===== config.mk =====
export PLATFORM = sky130hd
export DESIGN_NAME = async_req_tx
export DESIGN_NICKNAME = d
export VERILOG_FILES = /design/src/rtl/async_req_tx.sv
export SDC_FILE = /design/constraint.sdc
export NUM_CORES = 1
export LEC_CHECK = 0
export ABC_AREA = 1
export BUFFER_PORTS_ARGS = -buffer_cell sky130_fd_sc_hd__buf_2
export CAP_MARGIN = 40
export CORE_AREA = 4 4 73 75
export CTS_BUF_LIST = sky130_fd_sc_hd__clkbuf_16
export CTS_CLUSTER_DIAMETER = 80
export CTS_CLUSTER_SIZE = 24
export DETAILED_ROUTE_END_ITERATION = 8
export DIE_AREA = 0 0 77 79
export PLACE_DENSITY = 0.7
export SYNTH_ARGS = -nofsm -noshare
export SYNTH_HDL_FRONTEND = slang
export SYNTH_SLANG_ARGS = --single-unit
export TNS_END_PERCENT = 20

===== constraint.sdc =====
create_clock -name Clk -period 4.8 [get_ports Clk]
set_clock_uncertainty 0.15 [all_clocks]
set_input_delay 0.96 -clock Clk [delete_from_list [all_inputs] [get_ports Clk]]
set_output_delay 0.96 -clock Clk [all_outputs]
set_load 0.02 [all_outputs]

===== src/rtl/async_req_tx.sv =====
// async_req_tx: four-phase request/acknowledge transmitter.
// Payload is captured on the accepting edge. It is then held on data_out for the
// whole handshake, while req_out walks through the four-phase protocol against an
// asynchronous ack. The ack is synchronized before use. Each wait phase is
// bounded by a saturating counter, and a stuck receiver lands the FSM in ERR.
module async_req_tx #(
  parameter int WIDTH       = 16,
  parameter int SYNC_STAGES = 2,
  parameter int TIMEOUT     = 1023
) (
  input  logic             Clk,
  input  logic             Reset_n,
  input  logic             send,
  input  logic [WIDTH-1:0] data_in,
  input  logic             ack_in,
  output logic             req_out,
  output logic [WIDTH-1:0] data_out,
  output logic             busy,
  output logic             done,
  output logic             timeout_err
);

  typedef enum logic [2:0] {
    IDLE    = 3'd0,
    SETUP   = 3'd1,
    REQ     = 3'd2,
    RELEASE = 3'd3,
    ERR     = 3'd4
  } state_t;

  // Compare in 17 bits so TIMEOUT = 65535 never overflows the increment.
  localparam logic [16:0] TIMEOUT_L = 17'(TIMEOUT);

  state_t                 state_q, state_d;
  logic [SYNC_STAGES-1:0] ack_sync_q, ack_sync_d;
  logic                   req_q, req_d;
  logic [WIDTH-1:0]       data_q, data_d;
  logic [15:0]            cnt_q, cnt_d;
  logic                   done_q, done_d;
  logic                   terr_q, terr_d;

  logic                   ack_s;
  logic [16:0]            cnt_inc;
  logic                   cnt_hit;
  logic [15:0]            cnt_sat;

  // Synchronizer shift: ack_in enters at bit 0, and only the last stage is used.
  always_comb begin
    ack_sync_d = {ack_sync_q[SYNC_STAGES-2:0], ack_in};
  end

  assign ack_s = ack_sync_q[SYNC_STAGES-1];

  // Wait-counter helpers. cnt_hit means this cycle's increment reaches TIMEOUT.
  // cnt_sat is the increment, pinned at all-ones so the counter cannot wrap.
  always_comb begin
    cnt_inc = {1'b0, cnt_q} + 17'd1;
    cnt_hit = (cnt_inc >= TIMEOUT_L);
    cnt_sat = (cnt_q == 16'hFFFF) ? cnt_q : cnt_inc[15:0];
  end

  // Next-state and next-output logic for the handshake FSM.
  always_comb begin
    state_d = state_q;
    req_d   = req_q;
    data_d  = data_q;
    cnt_d   = cnt_q;
    done_d  = 1'b0;
    terr_d  = 1'b0;
    case (state_q)
      IDLE: begin
        // A send that arrives while the old ack is still high is dropped.
        if (send && !ack_s) begin
          data_d  = data_in;
          state_d = SETUP;
        end
      end
      SETUP: begin
        // One cycle of data setup ahead of the request edge.
        req_d   = 1'b1;
        cnt_d   = '0;
        state_d = REQ;
      end
      REQ: begin
        // The exit condition is checked first, so it wins over a same-cycle timeout.
        if (ack_s) begin
          req_d   = 1'b0;
          cnt_d   = '0;
          state_d = RELEASE;
        end else if (cnt_hit) begin
          req_d   = 1'b0;
          terr_d  = 1'b1;
          state_d = ERR;
        end else begin
          cnt_d = cnt_sat;
        end
      end
      RELEASE: begin
        if (!ack_s) begin
          done_d  = 1'b1;
          state_d = IDLE;
        end else if (cnt_hit) begin
          terr_d  = 1'b1;
          state_d = ERR;
        end else begin
          cnt_d = cnt_sat;
        end
      end
      ERR: begin
        // Wait indefinitely for the receiver to let go of ack.
        req_d = 1'b0;
        if (!ack_s) state_d = IDLE;
      end
      default: begin
        req_d   = 1'b0;
        state_d = IDLE;
      end
    endcase
  end

  // State, synchronizer and output registers. Reset clears everything without a clock.
  always_ff @(posedge Clk or negedge Reset_n) begin
    if (!Reset_n) begin
      state_q    <= IDLE;
      ack_sync_q <= '0;
      req_q      <= 1'b0;
      data_q     <= '0;
      cnt_q      <= '0;
      done_q     <= 1'b0;
      terr_q     <= 1'b0;
    end else begin
      state_q    <= state_d;
      ack_sync_q <= ack_sync_d;
      req_q      <= req_d;
      data_q     <= data_d;
      cnt_q      <= cnt_d;
      done_q     <= done_d;
      terr_q     <= terr_d;
    end
  end

  assign req_out     = req_q;
  assign data_out    = data_q;
  assign done        = done_q;
  assign timeout_err = terr_q;
  assign busy        = (state_q != IDLE) || ack_s;

endmodule


; After elaboration in Yosys (flattened, before gate mapping)
; Cells that the tools add are included.
[totals]
register_bits = 40
inputBits = 20
output_inout_bits = 20
elab_cells = 50
[op_classes]
n_addsub = 1
order_cmp = 1
eq_ne = 9
mux = 20
bitwise = 1
reduce_logical = 11
[ops]
columns = op, n
row1 = two-way mux 16 bit, 4
row2 = one-hot mux 16 bit (3 select lines), 1
row3 = adder 16 x 1 -> 17 bit (second input constant), 1
row4 = greater-or-equal comparator 17 x 10 -> 1 bit (second input constant), 1
row5 = == test 16 bit (second input constant), 1
row6 = two-way mux 3 bit, 5
row7 = one-hot mux 3 bit (5 select lines), 1
row8 = AND reduction 2 bit, 4
row9 = two-way mux 1 bit, 7
row10 = == test 3 x 2 -> 1 bit (second input constant), 2
row11 = inequality test 2 bit (second input constant), 3
row12 = nonzero test 3 bit, 2
row13 = == test 3 x 1 -> 1 bit (second input constant), 1
row14 = == test 3 bit (second input constant), 1
row15 = zero test 3 bit, 1
row16 = inequality test 3 bit (second input constant), 1
row17 = one-hot mux 1 bit (3 select lines), 1
row18 = one-hot mux 1 bit (2 select lines), 1
row19 = OR reduction 2 bit, 1
row20 = logical AND 1 bit, 1
row21 = zero test 1 bit, 1
row22 = logical OR 1 bit, 1
row23 = inverter 1 bit, 1

; Depth between registers and ports, before layout
[depth]
word_depth = 5
ltp_mapped = 14
mapped_depth_nobuf = 13

; Worst setup path after synthesis
; OpenSTA, ideal clock, no wires.
[synth_path]
path_kind = input to register
start = in send
end = reg data_q[10], in the netlist data_out[10]
setup_ns = 0.125
arrival_ns = 1.743
required_time_ns = 4.525
slack_ns = 2.782
path_stages = 3
path_buffers = 1
cell_sequence = nand3_1 buf_2 mux2_2
[synth_via]
elab_chain_len = 2
[synth_lines]
columns = item, line
row1 = from (decl), 13  ; input logic send,
row2 = logical AND 1 bit, 73  ; if (send && !ack_s) begin
row3 = AND reduction 2 bit (no line), -
row4 = to (signal assigned), 135  ; data_q <= data_d;
row5 = to (decl), 37  ; logic [WIDTH-1:0] data_q, data_d;
; No other way between the ends.
; A chain may end at the register's enable or synchronous reset.

; Worst setup path in the final report
[layout_path]
start = reg state_q[0]
end = out busy
[layout_via]
elab_chain_len = 2
[layout_lines]
columns = item, line
row1 = from (decl), 34  ; state_t state_q, state_d;
row2 = from (signal assigned), 132  ; state_q <= state_d;
row3 = nonzero test 3 bit, 146  ; assign busy = (state_q != IDLE) || ack_s;
row4 = logical OR 1 bit, 146
row5 = to (decl), 18  ; output logic busy,
; No other way between the ends.

==> summary.md <==
| Metric | Value |
|---|---|
| Post-Place Cells | 357 |
| Most frequent cells in the layout | 67 x nand2_1, 40 x dfrtp_1, 39 x buf_2, 35 x inv_1, 35 x nand3_1 |
| Worst min path class | flop to flop |
| Worst-Margin Slew | between 0.7 and 0.8 ns |
| Outcome | finished, final reports clean |
| Synth-to-layout area growth | 16.17% |
| Max Cap Viol | 0 |
| Critical path arrival | 1.30 ns |
| Initial DRC Count | ~100 |
| Total Routing Usage GR | 15.99% |
| Crit Path Max Fanout | 4 |
| TritonCTS clock tree | done |
| Avg Synthesized Cell Area | 8.428 µm² |
| Largest net degree at the start of global routing | 28 |
| Leak Pwr | 1.279 nW |
| Synth Cell Area | 0.002267 mm² |
| Total power | between 1 and 1.5 mW |
| Worst VDD drop | 330.7 µV |
| ANT nets after route | 0 |
| Clk buf depth | 2 |
| Number of synthesized register bits | 40 |
| Commonest non-fill, non-tap cell in the layout | nand2_1 |
| Die area | 0.006083 mm² |
| CP Data Required Time | 3.69 ns |
| GR met1 Demand/Resource | about a fifth |
| Post-Synthesis Cells | 269 |
| Drt drc | 0 |
| First-pass GRT wire length | 7879 µm |
| Final Slew Violations | 0 |
| Slowest-stage cell, CP | dfrtp_1 |
| Post-CTS Setup Inserts | 0 |
| Vias per cell | 5.049 |
| Endpoints failing hold | 0 |
| Grt total ovfl | 0 |
| FMAX | 415.7 MHz |
| Clock transition at path regs | 0.06 ns |
| Core area | ~0.0047 mm² |
| Yosys cell types | 30 |
| Setup TNS | 0 ns |
| Die Y | 79 µm |
| Syn Nets | just under 300 |
| Critical path startpoint category | flop |
| Layout Cells excl Fill | 365 |
| Yosys warns | 0 |
| Sequential element share of the synthesized area | 44.15% |
| Sink Count | 40 |
| Initial Utilization | 48.64% |
| Vias in the first global route | 1825 |
| Critical path, cell by cell | nor2_1 > inv_1 > nor2_1 > nand2_1 > buf_2 |
| Rows | 25 |
| Final worst setup slack | 2.394 ns |
| Top-Level Pins | 40 |
| Final #Nets | 332 |
| GP Congestion | ~0.8 |
| Final setup viols | 0 |
| Post-Route WL | 4532 µm |
| Port bufs | 39 |
| Most common cell on crit path | nor2_1 |
| Slowest stage delay, CP | approximately 0.4 ns |
| Critical Setup Path Class | flop to output pin |
| Final min period | 2.406 ns |
| CTS Hold Bufs | 0 |
| Unrepaired setup endpoints after global routing | no |
| 1st-pass router iterations | 4 |
| ANT cells | 0 |
| Die X-Extent | 77 µm |
| # resized after CTS | 0 |
| Initial antenna violation count | 0 |
| Clk_lat worst skew | 0.28 ns |
| Layout cells sized above 1 | 27.33% |
| H-Tree Depth | 2 |
| Final HPWL DP | 3433 µm |
| Met2 usage | around 27% |
| Max-Slew Margin vs Limit | approximately half |
| Busiest grt layer | met2 |
| GR Util met3 | roughly 4.1% |
| Period Utilization, post-route | 50.12% |
| Cell family with most CP delay | flip-flops |
| Inserted Clock Buffers | 5 |
| Buf+Inv Stages, Crit Path | 2 |
| P per Cell Area | 484.5 mW/mm² |
| Worst slack, placed | 2.420 ns |
| Critical Path End Type | output pin |
| WL per Instance | approximately 12 µm |
| Root Buffer | clkbuf_16 |
| Vias | approximately 1800 |
[sequential cells by signal, indices dropped and copies added (netlist names)]
name and cells:
data_out 16, state_q 3, cnt_q 16, ack_sync_q 2, done 1, timeout_err 1, req_out 1
[stage by stage]
step                utilization (%)  instance area [µm²]  hold WS (ns)
floorplan                         -                 2267        0.1812
global placement              52.81                 2461        0.1818
detailed placement            53.40                 2489        0.1864
CTS                           56.51                 2634        0.2002
global route                  56.51                 2634        0.2192
finish                        56.51                 2634        0.1971
[final timing paths]
check / cells after the start / end / slack (ns) / from
worst max-delay path: 5 / busy / 2.39 / state_q[0]$_DFFE_PN0P_
worst min-delay path: 0 / ack_sync_q[1]$_DFF_PN0_ / 0.20 / ack_sync_q[0]$_DFF_PN0_
worst max register to register: 12 / state_q[1]$_DFFE_PN0P_ / 2.45 / cnt_q[1]$_DFFE_PN0P_
worst min register to register: 0 / ack_sync_q[1]$_DFF_PN0_ / 0.20 / ack_sync_q[0]$_DFF_PN0_
max in group asynchronous: 2 / cnt_q[15]$_DFFE_PN0P_ / 3.62 / Reset_n
min in group asynchronous: 1 / cnt_q[2]$_DFFE_PN0P_ / 0.43 / Reset_n
[power breakdown]
group	internal [mW]	leakage (nW)	total [mW]	switching [mW]
combinational	0.173	0.693	0.464	0.291
clock	0.191	0.0712	0.326	0.134
sequential	0.430	0.514	0.486	0.0560
total	0.795	1.28	1.28	0.481
[worst reg2reg max path: stages (launching register included)]
cell	delay [ns]
dfrtp_1	0.44
ha_1	0.25
nand2_1	0.10
nor2_4	0.17
nand2_1	0.08
xor2_1	0.17
nand2_1	0.10
nor2_2	0.10
nand2_2	0.18
nand2_4	0.23
nand2_2	0.10
inv_1	0.10
nor2_1	0.04
[logic make-up after synthesis]
family          share of synthesized area, %
fa+ha+maj                              1.104
flops                                  44.15
simple gates                           32.34
compound gates                         3.311
buf+inv                                8.829
mux                                    7.947
xor+xnor                               2.318
[per-layer routing]
metal | wire (µm) | share of wire, %
met1 | 2073 | 46
met2 | 2081 | 46
met3 | 311 | 6.9
met4 | 66 | 1.5
met5 | 0 | 0
[synthesized netlist by cell type, drive strengths merged]
master / number / area (µm²)
ha: 2 / 25.02
dfrtp: 40 / 1001
nand4: 6 / 37.54
nor3: 1 / 5.000
o21ai: 8 / 40.03
a31oi: 1 / 6.260
clkbuf: 1 / 13.76
inv: 35 / 131.4
nor2: 30 / 176.4
xnor2: 1 / 8.760
a21oi: 3 / 15.01
mux2: 16 / 180.2
dlygate4sd1: 1 / 8.760
nand2: 75 / 311.6
nand3: 37 / 202.7
o31ai: 1 / 7.510
buf: 5 / 46.29
o22ai: 1 / 6.260
xor2: 5 / 43.79
[cell type report]
cell class                      count  area, µm²
Clock inverter                      3      20.02
Tap cell                           54      67.56
Timing Repair Buffer               41      222.7
Inverter                           35      131.4
Sequential cell                    40       1001
Fill cell                         392       2027
Clock buffer                        5      125.1
Multi-Input combinational cell    187       1066
No activity file was read; power rests on OpenSTA's default activity.
